<file path="config.mk">
export PLATFORM = sky130hd
export DESIGN_NAME = time_bar_ext
export DESIGN_NICKNAME = d
export VERILOG_FILES = /design/src/rtl/time_bar_ext_pkg.sv /design/src/rtl/time_bar_ext_counter.sv /design/src/rtl/time_bar_ext.sv
export SDC_FILE = /design/constraint.sdc
export NUM_CORES = 1
export LEC_CHECK = 0
export CORE_ASPECT_RATIO = 0.7
export CORE_MARGIN = 3
export CORE_UTILIZATION = 40
export DETAILED_ROUTE_END_ITERATION = 6
export GPL_TIMING_DRIVEN = 0
export PLACE_DENSITY = 0.66
export SLEW_MARGIN = 5
export SYNTH_ARGS = -nofsm -noshare
export SYNTH_HDL_FRONTEND = slang
export SYNTH_HIERARCHICAL = 1
export SYNTH_SLANG_ARGS = --single-unit
</file>
<file path="constraint.sdc">
create_clock -name clk -period 6.3 [get_ports clk]
set_input_delay 1.89 -clock clk [delete_from_list [all_inputs] [get_ports clk]]
set_output_delay 1.89 -clock clk [all_outputs]
set_load 0.01 [all_outputs]
</file>
<file path="src/rtl/time_bar_ext_pkg.sv">
// Shared types for the countdown progress bar: VGA bus layout, FSM
// encoding and default colours.
package time_bar_ext_pkg;

  typedef enum logic [2:0] {
    ST_IDLE    = 3'd0,
    ST_READY   = 3'd1,
    ST_RUNNING = 3'd2,
    ST_PAUSED  = 3'd3,
    ST_ELAPSED = 3'd4
  } tb_state_e;

  localparam int HCOUNT_W     = 11;
  localparam int VCOUNT_W     = 11;
  localparam int RGB_W        = 12;
  localparam int VGA_BUS_SIZE = HCOUNT_W + VCOUNT_W + 4 + RGB_W;

  typedef struct packed {
    logic [HCOUNT_W-1:0] hcount;
    logic [VCOUNT_W-1:0] vcount;
    logic                hsync;
    logic                vsync;
    logic                hblank;
    logic                vblank;
    logic [RGB_W-1:0]    rgb;
  } vga_bus_t;

  localparam logic [RGB_W-1:0] DEF_BAR_COLOR    = 12'h4C0;
  localparam logic [RGB_W-1:0] DEF_BAR_BG_COLOR = 12'h333;
  localparam logic [RGB_W-1:0] DEF_WARN_COLOR   = 12'hF00;

endpackage

</file>
<file path="src/rtl/time_bar_ext_counter.sv">
// Countdown state machine: owns the ms prescaler, remaining length,
// warning blink and the IDLE/READY/RUNNING/PAUSED/ELAPSED sequencing.
module time_bar_counter
  import time_bar_ext_pkg::*;
#(
  parameter int BAR_WIDTH    = 800,
  parameter int MS_PER_PIXEL = 40,
  parameter int BONUS_PIXELS = 100,
  parameter int WARN_PIXELS  = 160,
  parameter int BLINK_MS     = 250,
  parameter int RW           = $clog2(BAR_WIDTH + 1)
) (
  input  logic          clk,
  input  logic          rst,
  input  logic          module_en_i,
  input  logic          start_i,
  input  logic          pause_i,
  input  logic          add_time_i,
  input  logic          one_ms_tick_i,
  output logic [RW-1:0] remaining_o,
  output logic          blink_phase_o,
  output tb_state_e     state_o
);

  localparam int MW = $clog2(MS_PER_PIXEL + 1);
  localparam int BW = $clog2(BLINK_MS + 1);

  tb_state_e     state_q;
  logic [RW-1:0] remaining_q;
  logic [MW-1:0] ms_cnt_q;
  logic [BW-1:0] blink_cnt_q;
  logic          blink_phase_q;

  logic          ms_last;
  logic          blink_last;
  logic          dec;
  logic          warn;
  logic [31:0]   run_sum;
  logic [31:0]   add_sum;
  logic [RW-1:0] rem_run_d;
  logic [RW-1:0] rem_add_d;

  // Decrement and bonus are folded into one sum so a coincident pair clamps once.
  always_comb begin
    ms_last    = (ms_cnt_q == MW'(MS_PER_PIXEL - 1));
    blink_last = (blink_cnt_q == BW'(BLINK_MS - 1));
    dec        = one_ms_tick_i && ms_last && (remaining_q != '0);
    warn       = (32'(remaining_q) <= 32'(WARN_PIXELS));
    run_sum    = 32'(remaining_q) - (dec ? 32'd1 : 32'd0)
               + (add_time_i ? 32'(BONUS_PIXELS) : 32'd0);
    add_sum    = 32'(remaining_q) + (add_time_i ? 32'(BONUS_PIXELS) : 32'd0);
    rem_run_d  = (run_sum > 32'(BAR_WIDTH)) ? RW'(BAR_WIDTH) : RW'(run_sum);
    rem_add_d  = (add_sum > 32'(BAR_WIDTH)) ? RW'(BAR_WIDTH) : RW'(add_sum);
  end

  always_ff @(posedge clk) begin
    if (rst) begin
      state_q       <= ST_IDLE;
      remaining_q   <= '0;
      ms_cnt_q      <= '0;
      blink_cnt_q   <= '0;
      blink_phase_q <= 1'b0;
    end else if (!module_en_i) begin
      state_q <= ST_IDLE;
    end else begin
      case (state_q)
        ST_IDLE: begin
          state_q     <= ST_READY;
          remaining_q <= RW'(BAR_WIDTH);
        end
        ST_READY: begin
          if (start_i) begin
            state_q       <= ST_RUNNING;
            ms_cnt_q      <= '0;
            blink_cnt_q   <= '0;
            blink_phase_q <= 1'b0;
          end
        end
        ST_RUNNING, ST_PAUSED: begin
          if (start_i) begin
            state_q       <= pause_i ? ST_PAUSED : ST_RUNNING;
            remaining_q   <= RW'(BAR_WIDTH);
            ms_cnt_q      <= '0;
            blink_cnt_q   <= '0;
            blink_phase_q <= 1'b0;
          end else if (state_q == ST_PAUSED) begin
            remaining_q <= rem_add_d;
            if (!pause_i) state_q <= ST_RUNNING;
          end else if (remaining_q == '0) begin
            state_q <= ST_ELAPSED;
          end else begin
            if (one_ms_tick_i) begin
              ms_cnt_q <= ms_last ? '0 : ms_cnt_q + MW'(1);
              if (warn) begin
                blink_cnt_q <= blink_last ? '0 : blink_cnt_q + BW'(1);
                if (blink_last) blink_phase_q <= ~blink_phase_q;
              end
            end
            remaining_q <= rem_run_d;
            if (pause_i) state_q <= ST_PAUSED;
          end
        end
        ST_ELAPSED: begin
          if (start_i) begin
            state_q     <= ST_READY;
            remaining_q <= RW'(BAR_WIDTH);
          end
        end
        default: state_q <= ST_IDLE;
      endcase
    end
  end

  assign remaining_o   = remaining_q;
  assign blink_phase_o = blink_phase_q;
  assign state_o       = state_q;

endmodule

</file>
<file path="src/rtl/time_bar_ext.sv">
// VGA overlay stage drawing a shrinking countdown bar; every bus field is
// registered once so the stage adds exactly one cycle of latency.
module time_bar_ext
  import time_bar_ext_pkg::*;
#(
  parameter int               BAR_X        = 0,
  parameter int               BAR_Y        = 575,
  parameter int               BAR_WIDTH    = 800,
  parameter int               BAR_HEIGHT   = 25,
  parameter int               MS_PER_PIXEL = 40,
  parameter int               BONUS_PIXELS = 100,
  parameter int               WARN_PIXELS  = 160,
  parameter int               BLINK_MS     = 250,
  parameter logic [RGB_W-1:0] BAR_COLOR    = DEF_BAR_COLOR,
  parameter logic [RGB_W-1:0] BAR_BG_COLOR = DEF_BAR_BG_COLOR,
  parameter logic [RGB_W-1:0] WARN_COLOR   = DEF_WARN_COLOR
) (
  input  logic                               clk,
  input  logic                               rst,
  input  logic                               module_en,
  input  logic                               start,
  input  logic                               pause,
  input  logic                               add_time,
  input  logic                               one_ms_tick,
  input  vga_bus_t                           vga_bus_in,
  output vga_bus_t                           vga_bus_out,
  output logic                               elapsed,
  output logic [$clog2(BAR_WIDTH + 1)-1:0]   remaining
);

  localparam int RW = $clog2(BAR_WIDTH + 1);

  logic [RW-1:0] rem_w;
  logic          blink_phase_w;
  tb_state_e     state_w;

  time_bar_counter #(
    .BAR_WIDTH    (BAR_WIDTH),
    .MS_PER_PIXEL (MS_PER_PIXEL),
    .BONUS_PIXELS (BONUS_PIXELS),
    .WARN_PIXELS  (WARN_PIXELS),
    .BLINK_MS     (BLINK_MS),
    .RW           (RW)
  ) u_counter (
    .clk           (clk),
    .rst           (rst),
    .module_en_i   (module_en),
    .start_i       (start),
    .pause_i       (pause),
    .add_time_i    (add_time),
    .one_ms_tick_i (one_ms_tick),
    .remaining_o   (rem_w),
    .blink_phase_o (blink_phase_w),
    .state_o       (state_w)
  );

  int               dx;
  int               dy;
  logic             in_bar;
  logic             filled;
  logic             warn_on;
  logic [RGB_W-1:0] fill_color;
  logic [RGB_W-1:0] rgb_d;
  vga_bus_t         bus_q;

  // Offsets are signed so a pixel left of / above the bar is simply negative.
  always_comb begin
    dx         = int'(vga_bus_in.hcount) - BAR_X;
    dy         = int'(vga_bus_in.vcount) - BAR_Y;
    in_bar     = (dx >= 0) && (dx < BAR_WIDTH) && (dy >= 0) && (dy < BAR_HEIGHT);
    filled     = (dx < int'(rem_w));
    warn_on    = blink_phase_w && (int'(rem_w) <= WARN_PIXELS);
    fill_color = warn_on ? WARN_COLOR : BAR_COLOR;
    rgb_d      = vga_bus_in.rgb;
    if (in_bar) begin
      case (state_w)
        ST_READY:   rgb_d = BAR_COLOR;
        ST_RUNNING: rgb_d = filled ? fill_color : BAR_BG_COLOR;
        ST_PAUSED:  rgb_d = filled ? BAR_COLOR : BAR_BG_COLOR;
        ST_ELAPSED: rgb_d = BAR_BG_COLOR;
        default:    rgb_d = vga_bus_in.rgb;
      endcase
    end
  end

  always_ff @(posedge clk) begin
    if (rst) begin
      bus_q <= '0;
    end else begin
      bus_q     <= vga_bus_in;
      bus_q.rgb <= rgb_d;
    end
  end

  assign vga_bus_out = bus_q;
  assign elapsed     = (state_w == ST_ELAPSED);
  assign remaining   = rem_w;

endmodule

</file>
Yosys cells after proc, flatten, opt, wreduce, memory -nomap -nowiden:

Cells that the tools add are included.

* reductions and logical operators: 18
* order comparisons: 9
* mux-type cells: 46
* bitwise logic cells: 2
* add/subtract/negate cells: 6
* eq/ne operators: 16

Operators with widths (number)
* greater-than comparator 32 x 10 -> 1 bit, second input constant: 2
* 2-to-1 mux 10 bit: 6
* 2-to-1 mux 8 bit: 7
* one-hot mux 12 bit (4 select lines): 1
* 2-to-1 mux 12 bit: 3
* 2-to-1 mux 6 bit: 6
* adder 10 x 32 -> 32 bit: 1
* adder 32 x 7 -> 32 bit: 1
* subtractor 10 x 32 -> 32 bit: 1
* one-hot mux 10 bit (3 select lines): 1
* 2-to-1 mux 3 bit: 7
* <= comparator 10 x 8 -> 1 bit, second input constant: 2
* one-hot mux 8 bit (2 select lines): 1
* greater-or-equal comparator 12 x 1 -> 1 bit, second input constant: 1
* less-than comparator 12 x 6 -> 1 bit, second input constant: 1
* one-hot mux 3 bit (4 select lines): 1
* one-hot mux 6 bit (2 select lines): 1
* subtractor 11 x 10 -> 12 bit, second input constant: 1
* greater-or-equal comparator 11 x 1 -> 1 bit, second input constant: 1
* less-than comparator 11 x 10 -> 1 bit: 1
* less-than comparator 11 x 10 -> 1 bit, second input constant: 1
* 2-to-1 mux 11 bit: 1
* logical NOT 10 bit: 1
* nonzero test 10 bit: 1
* 26 further kinds: 47

* bits of input ports: 45
* register bits after elaboration: 66
* output and inout bits: 49

Logic depth before layout (Yosys ltp):

* word-level depth: 12
* mapped depth: 22

Cells and area by module:

Netlist, hierarchy kept.

By module, submodules not included
* time_bar_counter: instances 1, area an instance 2514.9 sq um, cells each 326
* time_bar_ext: instances 1, area an instance 1590.3 sq um, cells each 165

Least setup slack after synthesis:

Ideal clock, no wire load.

* path kind: input port to flip-flop
* start: in one_ms_tick
* end: reg u_counter.remaining_q[5], in the netlist u_counter/remaining_o[5]
* stages: 18
* data required time: 6.175 ns
* path slack: 0.851 ns
* arrival time: 5.324 ns
* buffers on the path: 0
* setup time: 0.125 ns
* path through: and3_1 ha_1 ha_1 nor3b_2 nand2_1 xnor2_1 ha_1 nand4b_1 mux2i_1 a2bb2oi_1 nand3_1 ha_1 nor4bb_1 nand4_1 nor2_1 nand2_1 a21o_1 o41a_1

* word-level cells in the longest chain between the ends: 11

RTL lines
* start, declared: line time_bar_ext.sv:24 `input logic one_ms_tick,`
* logical AND 1 bit * (2 in a row): line time_bar_ext_counter.sv:47 `dec = one_ms_tick_i && ms_last && (remaining_q != '0);`
* 2-to-1 mux 1 bit *: line time_bar_ext_counter.sv:49 `run_sum = 32'(remaining_q) - (dec ? 32'd1 : 32'd0)`
* subtractor 10 x 32 -> 32 bit *: line time_bar_ext_counter.sv:49
* adder 32 x 7 -> 32 bit *: line time_bar_ext_counter.sv:50 `+ (add_time_i ? 32'(BONUS_PIXELS) : 32'd0);`
* greater-than comparator 32 x 10 -> 1 bit: line time_bar_ext_counter.sv:52 `rem_run_d = (run_sum > 32'(BAR_WIDTH)) ? RW'(BAR_WIDTH) : RW'(run_sum);`
* 2-to-1 mux 10 bit *: line time_bar_ext_counter.sv:52
* 2-to-1 mux 10 bit *: line time_bar_ext_counter.sv:89 `end else if (remaining_q == '0) begin`
* 2-to-1 mux 10 bit *: line time_bar_ext_counter.sv:86 `end else if (state_q == ST_PAUSED) begin`
* 2-to-1 mux 10 bit *: line time_bar_ext_counter.sv:80 `if (start_i) begin`
* one-hot mux 10 bit (3 select lines) *: line time_bar_ext_counter.sv:66 `case (state_q)`
* end signal, assigned: line time_bar_ext_counter.sv:69 `remaining_q <= RW'(BAR_WIDTH);`
* end signal, assigned: line time_bar_ext_counter.sv:82 `remaining_q <= RW'(BAR_WIDTH);`
* end signal, assigned: line time_bar_ext_counter.sv:87 `remaining_q <= rem_add_d;`
* end, declared: line time_bar_ext_counter.sv:29 `logic [RW-1:0] remaining_q;`

Mark *: on every way between the ends. The rest lies on a longest branch, timed or not. The select of a mux whose other input is x is not followed.
A chain may end at the register's enable or synchronous reset.

Worst setup path after layout:

* start: in one_ms_tick
* end: reg u_counter.remaining_q[3], in the netlist u_counter/remaining_o[3]

The elaborated chain is that of the path after synthesis.

==> run metrics <==
status=finished clean; total power=~1200 uW; Worst slew margin=0.407; count leader, synth=dfxtp_1; clock latency on the worst-skew pair=0.34 ns; Syn Inst Count=491; WP data required=between 6 and 7 ns; Mean Syn Cell Area=8.36 um^2; ys flop type=dfxtp_1; most frequent CP cell=ha_1; IO Count=between 90 and 100; syn_nets=about 560; final instance area=5600 um^2; drt first-iter violations=225; arrival time worst endpoint=6.17 ns; CP Max Fanout=6; hpwl dp=9.22 mm; grt total ovfl=0; synth cell count leaders=dfxtp_1, nor2_1, nand2_1; largest net degree at the start of global routing=14; synth top area cells=dfxtp_1, ha_1, nor2b_1; CTS tree=built; clock sinks=66; Tcrit/Tclk final=0.940; Largest delay share family, worst path=simple AND/OR/NAND/NOR gates; routed wl met3=971 um; Final Max Tran Viols=0; number of synthesized register bits=66; final hold vios=0; # nets final=between 600 and 700; met2 wire length=4.92 mm; antenna viol nets, final=0; Via density=5.53; ys async rst share=0; synthesis-to-layout area growth=36.4%; Hold Path Cell Cnt=2; Syn. warnings=6; crit-path cells=clkdlybuf4s50_1 > and3_2 > ha_1 > ha_1 > nor3b_4 > nand2_1 > xnor2_1 > ha_1 > a21o_1 > a31oi_4 > nor2_2 > nand2_1 > ha_1 > nor4bb_2 > nand4_1 > nor2_1 > nand2_1 > a21oi_4 > o211ai_1 > a221oi_2; reg-to-reg critical path endpoint=u_counter/remaining_o[3]$_SDFFE_PP0P_; routed wire length=11.9 mm; max cap viols=0; diode count=0; vias in the first global route=about 3800; Distinct cells, synth=between 70 and 80; leakage=0.00214 uW; Initial DRT Pass Iterations=5; Cells after DPL=712; final non-filler cell total=about 730; HP Class=flop to flop; first-pass GRT wire length=19.4 mm; initial antenna violation count=0; Worst Hold Path EP=u_counter/blink_cnt_q[7]$_SDFFE_PP0P_; Slew @ Worst Pin=0.881 ns; reg-to-reg slack, setup=around 0.55 ns; Buf/Inv on CP=1; Wirelength per Cell=16.3 um; worst vdd ir=114 uV; core area=~10000 um^2; Die Span Y=90.8 um; top cell type's share of synthesized area=0.322; CP endpoint kind=flop; drt drc=0; Setup Skew=0.00682 ns; Final setup viols=0; CP max-delay cell=clkdlybuf4s50_1; die area=11500 um^2; post-synthesis sequential area ratio=0.322; die width=127 um; largest area contributor in the netlist=dfxtp_1; PortBufs=93; Power Density=206 nW/um^2; CP Class=primary input to flop; crit start category=primary input; root buffer cell=clkbuf_16; Vias=4055; Setup TNS Final=0 ns; layout cell share with drive strength beyond 1=0.0942; Hold Slack=slightly below 0.5 ns; clk buf depth=2; Reg-to-Reg Start=u_counter/remaining_o[4]$_SDFFE_PP0P_; cells on worst reg2reg path=22; peak per-stage delay on the critical path=slightly above 0.5 ns; top sig layer=met4; Post-Route M1 WL=5.94 mm; area post-placement=5200 um^2; H-tree depth=3; hold_sp=u_counter/blink_cnt_q[7]$_SDFFE_PP0P_; Row Count=30; Tmin final=approximately 5.9 ns; initial core utilization=0.417; Fmax=169 MHz; synthesized area=4110 um^2; RD Place Congestion=~0.95; Clock transition at path regs=0.06 ns; EDFF count, synth=0; GRT Total Usage=0.207; Hold Buf Count CTS=0; CTS Buf Count=9
where the power goes:
group,leakage (uW),switching [uW],internal [uW]
registers,0.000544,8.72,434
logic,0.00143,83.3,84.2
clock network,0.000160,193,349
total,0.00214,285,867
through the flow:
stage,utilization,worst slack (ns)
floorplan,-,0.851
global placement,0.528,-0.453
detailed placement,0.528,-0.627
CTS,0.563,0.0389
global route,0.569,-0.0297
finish,0.569,0.376
worst reg2reg max path: cells and delay by family, from the launching register on:
family	cells	cell delay, ns
AND/OR/NAND/NOR	12	2.98
adder cells (fa/ha/maj)	3	0.91
AO/OA/AOI/OAI	4	0.86
flip-flops	1	0.40
buffers and inverters	1	0.24
multiplexers	1	0.22
XOR/XNOR	1	0.07
cell usage in the layout, fill, tap and decap left out, types with 6 or more instances in the layout:
master	count
ha_1	28
a211oi_1	7
xnor2_1	13
clkbuf_1	11
nor2b_1	30
nand4_1	11
clkdlybuf4s50_1	93
inv_1	31
nand3_1	15
nand2_1	40
clkbuf_16	9
o21ai_0	14
dfxtp_1	66
nor2_1	47
nor3_1	10
nor4_1	9
xor2_1	12
a21oi_1	30
nand2b_1	6
worst max path at each step:
stage	startpoint	endpoint	slack (ns)	depth (start not counted)
floorplan	one_ms_tick	u_counter/remaining_o[5]$_SDFFE_PP0P_	0.85	18
global placement	one_ms_tick	u_counter/remaining_o[2]$_SDFFE_PP0P_	-0.45	20
detailed placement	one_ms_tick	u_counter/remaining_o[3]$_SDFFE_PP0P_	-0.63	20
CTS	one_ms_tick	u_counter/remaining_o[3]$_SDFFE_PP0P_	0.04	20
global route	one_ms_tick	u_counter/remaining_o[3]$_SDFFE_PP0P_	-0.03	20
finish	one_ms_tick	u_counter/remaining_o[3]$_SDFFE_PP0P_	0.38	20
cells by family after synthesis:
logic type	share of synthesized area
simple gates	0.285
compound gates	0.199
flops	0.322
buf+inv	0.0485
fa+ha+maj	0.0853
xor+xnor	0.0533
mux	0.00732
registers in the layout, indices dropped and copies added, names as in the netlist:
name / count
u_counter/state_o: 3
u_counter/remaining_o: 10
u_counter/blink_cnt_q: 8
u_counter/blink_phase_o: 1
u_counter/ms_cnt_q: 6
vga_bus_out: 38
timing repair:
action / 4_1_cts / 5_1_grt
setup buffers: 0 / 5
pin swaps: 0 / 4
resized for setup: 2 / 6
endpoints found under the setup margin: 10 / 10
hold endpoints to repair: 0 / 0
cell type report:
cell class	count	area (um^2)
Clock inverter	7	100
Inverter	31	116
Timing Repair Buffer	98	968
Buffer	15	82.6
Clock buffer	9	225
Multi-Input combinational cell	379	2620
Tap cell	128	160
Fill cell	890	4240
Sequential cell	66	1320
routing by layer:
layer,global-route usage,up-vias
met5,0,-
met4,0.0473,0
met3,0.0591,12
met2,0.303,152
met1,0.299,1888
li1,-,2003
Note: power is estimated with default switching activity, not from simulation.
